===== config.mk =====
export PLATFORM = sky130hd
export DESIGN_NAME = segway_math_pipe
export DESIGN_NICKNAME = d
export VERILOG_FILES = /design/src/rtl/segway_math_pipe.sv
export SDC_FILE = /design/constraint.sdc
export NUM_CORES = 1
export LEC_CHECK = 0
export ABC_CLOCK_PERIOD_IN_PS = 19100
export CAP_MARGIN = 20
export CORE_MARGIN = 5
export CORE_UTILIZATION = 50
export DETAILED_ROUTE_END_ITERATION = 8
export PLACE_DENSITY = 0.75
export SLEW_MARGIN = 30
export SYNTH_ARGS = -nofsm -noshare
export SYNTH_HDL_FRONTEND = slang
export SYNTH_SLANG_ARGS = --single-unit

===== constraint.sdc =====
create_clock -name clk -period 19.1 [get_ports clk]
set_input_delay 2.865 -clock clk [delete_from_list [all_inputs] [get_ports clk]]
set_output_delay 2.865 -clock clk [all_outputs]
set_load 0.02 [all_outputs]

===== src/rtl/segway_math_pipe.sv =====
// Segway wheel-speed pipeline: soft-started PID scaling and steering mix, deadzone
// compensation with saturation, per-wheel slew limiting and a filtered over-speed flag.
module segway_math_pipe #(
   parameter int W           = 12,
   parameter int SS_W        = 8,
   parameter int DZ_THRESH   = 60,
   parameter int DZ_OFFSET   = 960,
   parameter int DZ_GAIN_SH  = 4,
   parameter int SLEW        = 64,
   parameter int FAST_THRESH = 1792,
   parameter int FAST_CNT    = 4
) (
   input  logic         clk,
   input  logic         rst_n,
   input  logic         pwr_up,
   input  logic         en_steer,
   input  logic         vld_in,
   input  logic [W-1:0] PID_cntrl,
   input  logic [W-1:0] steer_pot,
   output logic [W-1:0] lft_spd,
   output logic [W-1:0] rght_spd,
   output logic         vld_out,
   output logic         too_fast,
   output logic         ss_full
);
   localparam int PW = W + SS_W + 1;
   localparam int TW = W + 2;
   localparam int DW = W + 3;
   localparam int CW = $clog2(FAST_CNT + 1);

   localparam logic [W-1:0]         POT_LO  = W'(2 ** (W - 3));
   localparam logic [W-1:0]         POT_HI  = W'(7 * 2 ** (W - 3));
   localparam logic [W:0]           POT_MID = (W + 1)'(2 ** (W - 1) - 1);
   localparam logic signed [DW-1:0] DZ_T    = DW'(DZ_THRESH);
   localparam logic signed [DW-1:0] DZ_O    = DW'(DZ_OFFSET);
   localparam logic signed [DW-1:0] SAT_MAX = DW'(2 ** (W - 1) - 1);
   localparam logic signed [DW-1:0] SAT_MIN = DW'(-(2 ** (W - 1)));
   localparam logic signed [W:0]    SLEW_V  = (W + 1)'(SLEW);
   localparam logic signed [W:0]    FAST_V  = (W + 1)'(FAST_THRESH);
   localparam logic [CW-1:0]        CNT_MAX = CW'(FAST_CNT);

   function automatic logic signed [W-1:0] dz_sat(input logic signed [TW-1:0] t);
      logic signed [DW-1:0] te;
      logic signed [DW-1:0] r;
      te = DW'(t);
      if (te > DZ_T) r = te + DZ_O;
      else if (te < -DZ_T) r = te - DZ_O;
      else r = te <<< DZ_GAIN_SH;
      if (r > SAT_MAX) return W'(SAT_MAX);
      else if (r < SAT_MIN) return W'(SAT_MIN);
      else return W'(r);
   endfunction

   function automatic logic signed [W-1:0] slew(input logic signed [W-1:0] tgt,
                                                input logic signed [W-1:0] spd);
      logic signed [W:0] se;
      logic signed [W:0] diff;
      se   = (W + 1)'(spd);
      diff = (W + 1)'(tgt) - se;
      if (diff > SLEW_V) return W'(se + SLEW_V);
      else if (diff < -SLEW_V) return W'(se - SLEW_V);
      else return tgt;
   endfunction

   function automatic logic is_fast(input logic signed [W-1:0] v);
      logic signed [W:0] ve;
      ve = (W + 1)'(v);
      return (ve > FAST_V) || (ve < -FAST_V);
   endfunction

   logic [SS_W-1:0]      ss_tmr_q, ss_tmr_d;
   logic signed [PW-1:0] prod_s;
   logic [W-1:0]         pot_clip_s;
   logic signed [W:0]    s_s, s4_s, s8_s;
   logic signed [TW-1:0] scaled_s, st_s;
   logic signed [TW-1:0] lt1_q, rt1_q, lt1_d, rt1_d;
   logic signed [W-1:0]  lt2_q, rt2_q, lt2_d, rt2_d;
   logic signed [W-1:0]  lft_q, rght_q, lft_d, rght_d;
   logic [CW-1:0]        cnt_q, cnt_d;
   logic                 too_fast_q;
   logic                 vld1_q, vld2_q, vld3_q;

   // Stage 1: soft-start scaling, steering clip/offset and wheel mix
   always_comb begin
      prod_s   = PW'($signed(PID_cntrl)) * PW'($signed({1'b0, ss_tmr_q}));
      scaled_s = TW'(prod_s >>> SS_W);
      if (steer_pot < POT_LO) pot_clip_s = POT_LO;
      else if (steer_pot > POT_HI) pot_clip_s = POT_HI;
      else pot_clip_s = steer_pot;
      s_s  = $signed({1'b0, pot_clip_s} - POT_MID);
      s4_s = s_s >>> 3'd4;
      s8_s = s_s >>> 2'd3;
      if (en_steer) st_s = TW'(s4_s) + TW'(s8_s);
      else st_s = '0;
      lt1_d = scaled_s + st_s;
      rt1_d = scaled_s - st_s;
      if (ss_tmr_q == {SS_W{1'b1}}) ss_tmr_d = ss_tmr_q;
      else ss_tmr_d = ss_tmr_q + SS_W'(1);
   end

   // Stages 2 and 3: deadzone/saturation, slew limit and over-speed persistence
   always_comb begin
      lt2_d  = dz_sat(lt1_q);
      rt2_d  = dz_sat(rt1_q);
      lft_d  = slew(lt2_q, lft_q);
      rght_d = slew(rt2_q, rght_q);
      if (is_fast(lft_d) || is_fast(rght_d)) begin
         if (cnt_q == CNT_MAX) cnt_d = cnt_q;
         else cnt_d = cnt_q + CW'(1);
      end else begin
         cnt_d = '0;
      end
   end

   // Data registers; dropping pwr_up zeroes everything while samples keep flowing
   always_ff @(posedge clk or negedge rst_n) begin
      if (!rst_n) begin
         ss_tmr_q <= '0; lt1_q <= '0; rt1_q <= '0; lt2_q <= '0; rt2_q <= '0;
         lft_q <= '0; rght_q <= '0; cnt_q <= '0; too_fast_q <= 1'b0;
      end else if (!pwr_up) begin
         ss_tmr_q <= '0; lt1_q <= '0; rt1_q <= '0; lt2_q <= '0; rt2_q <= '0;
         lft_q <= '0; rght_q <= '0; cnt_q <= '0; too_fast_q <= 1'b0;
      end else begin
         if (vld_in) begin
            ss_tmr_q <= ss_tmr_d;
            lt1_q    <= lt1_d;
            rt1_q    <= rt1_d;
         end
         if (vld1_q) begin
            lt2_q <= lt2_d;
            rt2_q <= rt2_d;
         end
         if (vld2_q) begin
            lft_q      <= lft_d;
            rght_q     <= rght_d;
            cnt_q      <= cnt_d;
            too_fast_q <= (cnt_d == CNT_MAX);
         end
      end
   end

   // Valid strobe pipeline, independent of pwr_up
   always_ff @(posedge clk or negedge rst_n) begin
      if (!rst_n) begin
         vld1_q <= 1'b0;
         vld2_q <= 1'b0;
         vld3_q <= 1'b0;
      end else begin
         vld1_q <= vld_in;
         vld2_q <= vld1_q;
         vld3_q <= vld2_q;
      end
   end

   assign lft_spd  = lft_q;
   assign rght_spd = rght_q;
   assign vld_out  = vld3_q;
   assign too_fast = too_fast_q;
   assign ss_full  = &ss_tmr_q;

endmodule


==> summary.md, run 1 <==
| Metric | Value |
|---|---|
| Mapped Area | roughly 12,000 um2 |
| # IOs | 56 |
| Die Ht | approximately 160 um |
| Worst-case vdd ir drop | 0.0615 mV |
| Row count | 56 |
| Initial Utilization | 0.506 |
| Synth top area cells | dfrtp_1 19%, fa_1 14%, ha_1 12%, inv_1 6.2%, nand2_1 3.8% |
| RSZ-0062 raised after global routing | no |
| Share of cells above drive strength 1 | 0.0446 |
| Sequential share of power | 0.242 |
| Routability cong. | 0.924 |
| Initial antenna violation count | 0 |
| Layout area overhead | 9.13% |
| Port Buffers | 55 |
| Seq cells post-synth | 90 |
| Measured slew at the worst slew-check pin | approximately 0.96 ns |
| Sw frac | 0.455 |
| Initial DRC Count | 782 |
| Worst-path maximum fanout | 8 |
| Routed WL | 25.8 mm |
| Final number of max-transition violations | 0 |
| Worst hold path type | reg2reg |
| DP Wirelength | 20.0 mm |
| First-pass GRT wire length | 44.8 mm |
| CTS buffer count | 9 |
| Vias per cell | 5.69 |
| Postcts setup bufs | 0 |
| # fillers | 2,087 |
| Pint | between 600 and 700 uW |
| CP Capture Type | register |
| Leakage | ~6.2 nW |
| DR vias | 9,973 |
| Post-synthesis sequential area ratio | 0.191 |
| Post-synth top area share | 0.191 |
| Clock Path Buffers | 2 |
| Routed WL per cell | 14.7 um |
| Residual DRC | 0 |
| Antenna Cells | 0 |
| TritonCTS clock tree | done |
| Drt pass-1 iters | 6 |
| Worst path slowest cell | clkdlybuf4s50_1 |
| Cts repair resizes | 0 |
| Comb power frac | 0.590 |
| Required arrival time at the worst endpoint | 19.37 ns |
| H-tree depth | 3 |
| EDFF count, synth | 0 |
| Power Density | 86.5 nW/um2 |
| Synth Warn # | 0 |
| Synth unique cells | 82 |
| Post-route insts no fill | 1,753 |
| FMAX | 110 MHz |
| DIE WIDTH | 164 um |
| Root buf cell | clkbuf_16 |
| Slew HR | 0.354 |
| Syn Inst Count | roughly 1,400 |
| Clk pwr share | 0.168 |
| Status | finished, final reports clean |
| Largest area contributor in the netlist | dfrtp_1 |
| Post-Place Cells | 1,737 |
| CORE AREA | 23,300 um2 |
| Worst path max stage delay | around 0.60 ns |
| Asr flop ratio synth | 1.00 |
| Final setup viols | 0 |
| Worst Path Arrival | 9.32 ns |
| Max-cap violation count | 0 |
| TNS Setup | 0 ns |
| GR Overflow Total | 0 |
| Hold slack final | around 0.48 ns |
| Worst skew pair latency | 0.36 ns |
| Post-synth top flop | dfrtp_1 |
| Synth Net Count | 1,634 |
| Area of the multi-input gates | 8600 um2 |
| Count of final hold-check violations | 0 |
| Die area | 26,800 um2 |
| Sequential Area | 2250 um2 |
| WS Path Type | in2reg |
| Largest net degree at the start of global routing | 96 |
| P_sw | 507 uW |
| Final critical-path share of the clock period | 0.474 |
| CTS sink cnt | 90 |
| Vias in the first global route | 9,543 |
| Layout Skew | 0.0139 ns |
| Nets | 1,650 |
| Startpoint types | input port |
| Cts-stage hold buffer count | 0 |
| Mean post-synth cell area | around 8.3 um2 |
| Gr usage total | 0.199 |
| Clock input transition at the sequential cells of the worst setup and hold paths | about 0.070 ns |
| Crit path time final | 9.05 ns |
| Final ANT Viol Nets | 0 |
==> power by group through the flow <==
stage / sequential, mW / clock (mW) / combinational, mW
3_5_place_dp: 0.272 / 0 / 0.647
5_1_grt: 0.275 / 0.198 / 0.733
6_report: 0.269 / 0.187 / 0.657
2_1_floorplan: 0.255 / 0 / 0.520
4_1_cts: 0.268 / 0.191 / 0.652
3_3_place_gp: 0.270 / 0 / 0.633
==> per-layer routing <==
metal  share of wire  wire, um  GRT usage  vias to the layer above
li1                -         -          -                     4886
met1            0.46     11800      0.272                     4809
met2            0.48     12500      0.337                      246
met3           0.042      1100     0.0242                       32
met4           0.015       393     0.0496                        0
met5               0         0          0                        -
==> worst paths after layout <==
path,end,slack (ns),cells after the start,startpoint
hold reg to reg,vld_out$_DFF_PN0_,0.48,0,vld2_q$_DFF_PN0_
setup reg to reg,rt1_q[12]$_DFFE_PN0P_,12.33,29,ss_tmr_q[2]$_DFFE_PN0P_
hold / removal,vld_out$_DFF_PN0_,0.48,0,vld2_q$_DFF_PN0_
min in group asynchronous,lft_spd[4]$_DFFE_PN0P_,2.44,1,rst_n
setup / recovery,rt1_q[12]$_DFFE_PN0P_,10.05,30,PID_cntrl[3]
max in group asynchronous,ss_tmr_q[7]$_DFFE_PN0P_,15.53,2,rst_n
==> per-stage QoR <==
step | power [mW] | worst slack [ns] | utilization | instance area (um2)
3_3_place_gp | 0.903 | 9.91 | 0.539 | 12600
5_1_grt | 1.21 | 9.54 | 0.552 | 12900
2_1_floorplan | 0.776 | 10.78 | - | 11800
6_report | 1.11 | 10.05 | 0.552 | 12900
3_5_place_dp | 0.918 | 9.71 | 0.539 | 12600
4_1_cts | 1.11 | 10.08 | 0.552 | 12900
==> layout by cell type, fill, tap and decap left out, types with 14 or more instances in the layout <==
master,Yosys,final
nand2b_1,17,17
dfrtp_1,90,90
clkdlybuf4s50_1,0,53
nand4_1,15,15
and3_1,14,14
nor3_1,25,25
a21oi_1,77,77
and2_1,65,65
nor4_1,14,14
nand3_1,37,37
nor2b_1,33,33
xor2_1,27,27
nor2_1,78,78
xnor2_1,50,50
inv_1,194,194
ha_1,110,110
mux2i_1,32,32
a21o_1,14,14
nand2_1,119,119
o21ai_0,61,60
fa_1,82,82
==> critical path, delay by kind of cell <==
family                   cells  cell delay, ns
buffers and inverters        5            0.88
AO/OA/AOI/OAI               12            2.15
adder cells (fa/ha/maj)      6            2.57
XOR/XNOR                     1            0.17
AND/OR/NAND/NOR              6            0.66
==> logic make-up after synthesis <==
family	count (synthesis)	synth area share
muxes	35	0.0300
buffers and inverters	250	0.0798
AOI/OAI and AO/OA	311	0.184
and+or+nand+nor	457	0.200
DFF	90	0.191
adders and majority gates	192	0.256
xor gates and xnor gates	78	0.0595
==> cell type report <==
cell class	instances	share of cell area
Clock buffer	9	0.0175
Clock inverter	7	0.00632
Inverter	195	0.0569
Multi-Input combinational cell	1073	0.668
Sequential cell	90	0.175
Tap cell	319	0.0310
Timing Repair Buffer	60	0.0451
==> cell usage after synthesis (all sizes together) (14+ instances only) <==
library cell	instances
dfrtp	90
nor3	26
o211a	14
nand2b	17
a21o	14
xor2	27
and2	66
and3	14
nand4	16
nand3	37
inv	194
ha	110
nand2	120
o21ai	64
clkbuf	51
a21oi	79
fa	82
nor4	15
nor2	78
mux2i	32
xnor2	51
nor2b	33
==> flip-flops by register name, indices dropped and copies added (netlist names) <==
name,cells
cnt_q,3
lft_spd,12
lt1_q,13
lt2_q,12
rght_spd,12
rt1_q,14
rt2_q,12
ss_tmr_q,8
too_fast,1
vld1_q,1
vld2_q,1
vld_out,1
Power figures use the tool's default switching activity.
==> run 2, diff against run 1 <==
--- a/config.mk
+++ b/config.mk
@@ -5,12 +5,12 @@
 export SDC_FILE = /design/constraint.sdc
 export NUM_CORES = 1
 export LEC_CHECK = 0
-export ABC_CLOCK_PERIOD_IN_PS = 19100
+export ABC_CLOCK_PERIOD_IN_PS = 8000
 export CAP_MARGIN = 20
 export CORE_MARGIN = 5
 export CORE_UTILIZATION = 50
 export DETAILED_ROUTE_END_ITERATION = 8
-export PLACE_DENSITY = 0.75
+export PLACE_DENSITY = 0.78
 export SLEW_MARGIN = 30
 export SYNTH_ARGS = -nofsm -noshare
 export SYNTH_HDL_FRONTEND = slang
==> constraint.sdc (replaced) <==
create_clock -name clk -period 8 [get_ports clk]
set_input_delay 1.2 -clock clk [delete_from_list [all_inputs] [get_ports clk]]
set_output_delay 1.2 -clock clk [all_outputs]
set_load 0.02 [all_outputs]
==> run 2 against run 1 <==
Core utilization shrank 0.059 points. Via count shrank 0.30%. Count of clock-buffer cells in the layout is 3 higher. Largest power group unchanged. Worst hold slack better by 0.065 ns. Flip-flop and latch count did not move. Highest routed layer unchanged.
==> summary.md, run 2 (synthesized netlist as in run 1, its figures left out) <==
| Metric | Value |
|---|---|
| Largest net degree at the start of global routing | 96 (unchanged) |
| DP Wirelength | 20.2 mm (was 20.0 mm) |
| Power Density | 206 nW/um2 (was 86.5 nW/um2) |
| Clock input transition at the sequential cells of the worst setup and hold paths | 0.06 ns (was 0.07 ns) |
| First-pass GRT wire length | 44.9 mm (was 44.8 mm) |
| Die area | 26,800 um2 (unchanged) |
| TritonCTS clock tree | done (unchanged) |
| Residual DRC | 0 (unchanged) |
| RSZ-0062 raised after global routing | no (unchanged) |
| Measured slew at the worst slew-check pin | 0.973 ns (was 0.960 ns) |
| Share of cells above drive strength 1 | 0.0454 (was 0.0446) |
| Slew HR | 0.346 (was 0.354) |
| Cts-stage hold buffer count | 0 (unchanged) |
| # fillers | 2,104 (was 2,087) |
| Layout area overhead | 9.02% (was 9.13%) |
| Root buf cell | clkbuf_16 (unchanged) |
| Drt pass-1 iters | 5 (was 6) |
| Crit path time final | 7.33 ns |
| Met3 GRT Util | 0.0182 (was 0.0242) |
| Port Buffers | 55 (unchanged) |
| Antenna Cells | 0 (unchanged) |
| Worst-case vdd ir drop | 0.141 mV (was 0.0615 mV) |
| Die Ht | 164 um (unchanged) |
| Worst hold path type | reg2reg (unchanged) |
| Worst path slowest cell | clkdlybuf4s50_1 (unchanged) |
| Hold slack final | 0.543 ns (was 0.478 ns) |
| Commonest non-fill, non-tap cell in the layout | inv_1 (unchanged) |
| Final setup viols | 0 (unchanged) |
| Placed instance area | 12,600 um2 (about the same) |
| Routability cong. | 0.917 (was 0.924) |
| CTS sink cnt | 90 (unchanged) |
| Worst path max stage delay | 0.58 ns (was 0.60 ns) |
| Worst Path Arrival | 7.58 ns (was 9.32 ns) |
| CTS buffer count | 9 (unchanged) |
| Worst-path maximum fanout | 8 (unchanged) |
| CP Capture Type | register (unchanged) |
| Gr usage total | 0.199 (about the same) |
| CP bufs+invs | 5 (unchanged) |
| Clock Path Buffers | 2 (unchanged) |
| Initial antenna violation count | 0 (unchanged) |
| Grt peak-use layer | met2 (unchanged) |
| Top delay family on crit path | adder cells (unchanged) |
| Final ANT Viol Nets | 0 (unchanged) |
| DR vias | 9,943 (was 9,973) |
| Status | finished, final reports clean (unchanged) |
| Layout Skew | 0.00681 ns (was 0.0139 ns) |
| GR Overflow Total | 0 (unchanged) |
| Met2 GRT Util | 0.345 (was 0.337) |
| Nets | 1,649 (was 1,650) |
| Max-cap violation count | 0 (unchanged) |
| Initial Utilization | 0.506 (unchanged) |
| Final number of max-transition violations | 0 (unchanged) |
| TNS Setup | 0 ns (unchanged) |
| # IOs | 56 (unchanged) |
| Post-route insts no fill | 1,752 (was 1,753) |
| Top Registers | rt1_q (14), lt1_q (13) (unchanged) |
| Vias per cell | 5.68 (was 5.69) |
| Routed WL | 26.2 mm (was 25.8 mm) |
| Startpoint types | input port (unchanged) |
| Required arrival time at the worst endpoint | 8.25 ns (was 19.37 ns) |
| Final critical-path share of the clock period | 0.916 |
| H-tree depth | 3 (unchanged) |
| Vias in the first global route | 9,725 (was 9,543) |
| Post-Place Cells | 1,736 (was 1,737) |
| Routed WL per cell | 14.9 um (was 14.7 um) |
| M1 GR Usage | 0.264 (was 0.272) |
| WS Path Type | in2reg (unchanged) |
| Row count | 56 (unchanged) |
| Max reg flops | 14 (unchanged) |
| FMAX | roughly 140 MHz |
| Count of final hold-check violations | 0 (unchanged) |
| Initial DRC Count | 658 (was 782) |
| Leakage | 6.14 nW (was 6.16 nW) |
| CORE AREA | 23,300 um2 (unchanged) |
| Post-route cell area | 12,900 um2 (about the same) |
| Worst skew pair latency | 0.35 ns (was 0.36 ns) |
| Largest register by flop count | rt1_q (unchanged) |
| Most frequent cells in the layout | 194 x inv_1, 119 x nand2_1, 110 x ha_1 (unchanged) |
| DIE WIDTH | 164 um (unchanged) |
run 2: cell count changes in the layout (fill, tap and decap cells not counted), sizes merged:
cell	change
buf	-1
clkinvlp	+2
bufinv	-1
clkbuf	+3
inv	-4
run 2: tightest hold or removal path, cell delays in order (launching register included):
cell and delay, ns:
dfrtp_1 0.35, nand3_1 0.08, o21ai_1 0.07
run 2: final timing paths:
check | start | end | slack [ns] | depth (start not counted)
worst max-delay path | PID_cntrl[3] | rt1_q[12]$_DFFE_PN0P_ | 0.67 | 30
worst min-delay path | too_fast$_DFFE_PN0P_ | too_fast$_DFFE_PN0P_ | 0.54 | 2
worst max register to register | ss_tmr_q[2]$_DFFE_PN0P_ | rt1_q[12]$_DFFE_PN0P_ | 1.30 | 29
worst min register to register | too_fast$_DFFE_PN0P_ | too_fast$_DFFE_PN0P_ | 0.54 | 2
max in group asynchronous | rst_n | rt1_q[1]$_DFFE_PN0P_ | 6.15 | 2
min in group asynchronous | rst_n | vld_out$_DFF_PN0_ | 0.85 | 1
run 2: timing repair:
item / CTS / global route
setup endpoints to repair: 0 / 1
endpoints found under the hold margin: 0 / 0
buffers inserted: 0 / 0
gates resized for setup: 0 / 1
run 2: power by group:
group | internal (mW) | total, mW | leakage, nW | switching [mW]
Clock | 0.235 | 0.419 | 0.141 | 0.183
Sequential | 0.520 | 0.647 | 1.20 | 0.127
Combinational | 0.682 | 1.58 | 4.81 | 0.896
run 2: cell type report:
type	count	area [um2]	area share
repair buffers	59	573	0.0446
clock buffers	12	267	0.0207
well taps	319	399	0.0310
flip-flops and latches	90	2250	0.175
multi-input cells	1073	8610	0.670
clock inverters	4	25.0	0.00195
inverters	195	732	0.0569
run 2: metrics by stage:
stage / utilization / setup WS, ns / total power, mW
global route: 0.551 / 0.0490 / 2.85
global placement: 0.538 / 0.462 / 2.15
detailed placement: 0.538 / 0.236 / 2.20
floorplan: - / 1.35 / 1.85
finish: 0.551 / 0.671 / 2.64
CTS: 0.551 / 0.578 / 2.63
run 2: metal layers:
metal / up-vias / share of wire
li1: 4880 / -
met1: 4786 / 0.45
met2: 235 / 0.49
met3: 42 / 0.038
met4: 0 / 0.019
met5: - / 0
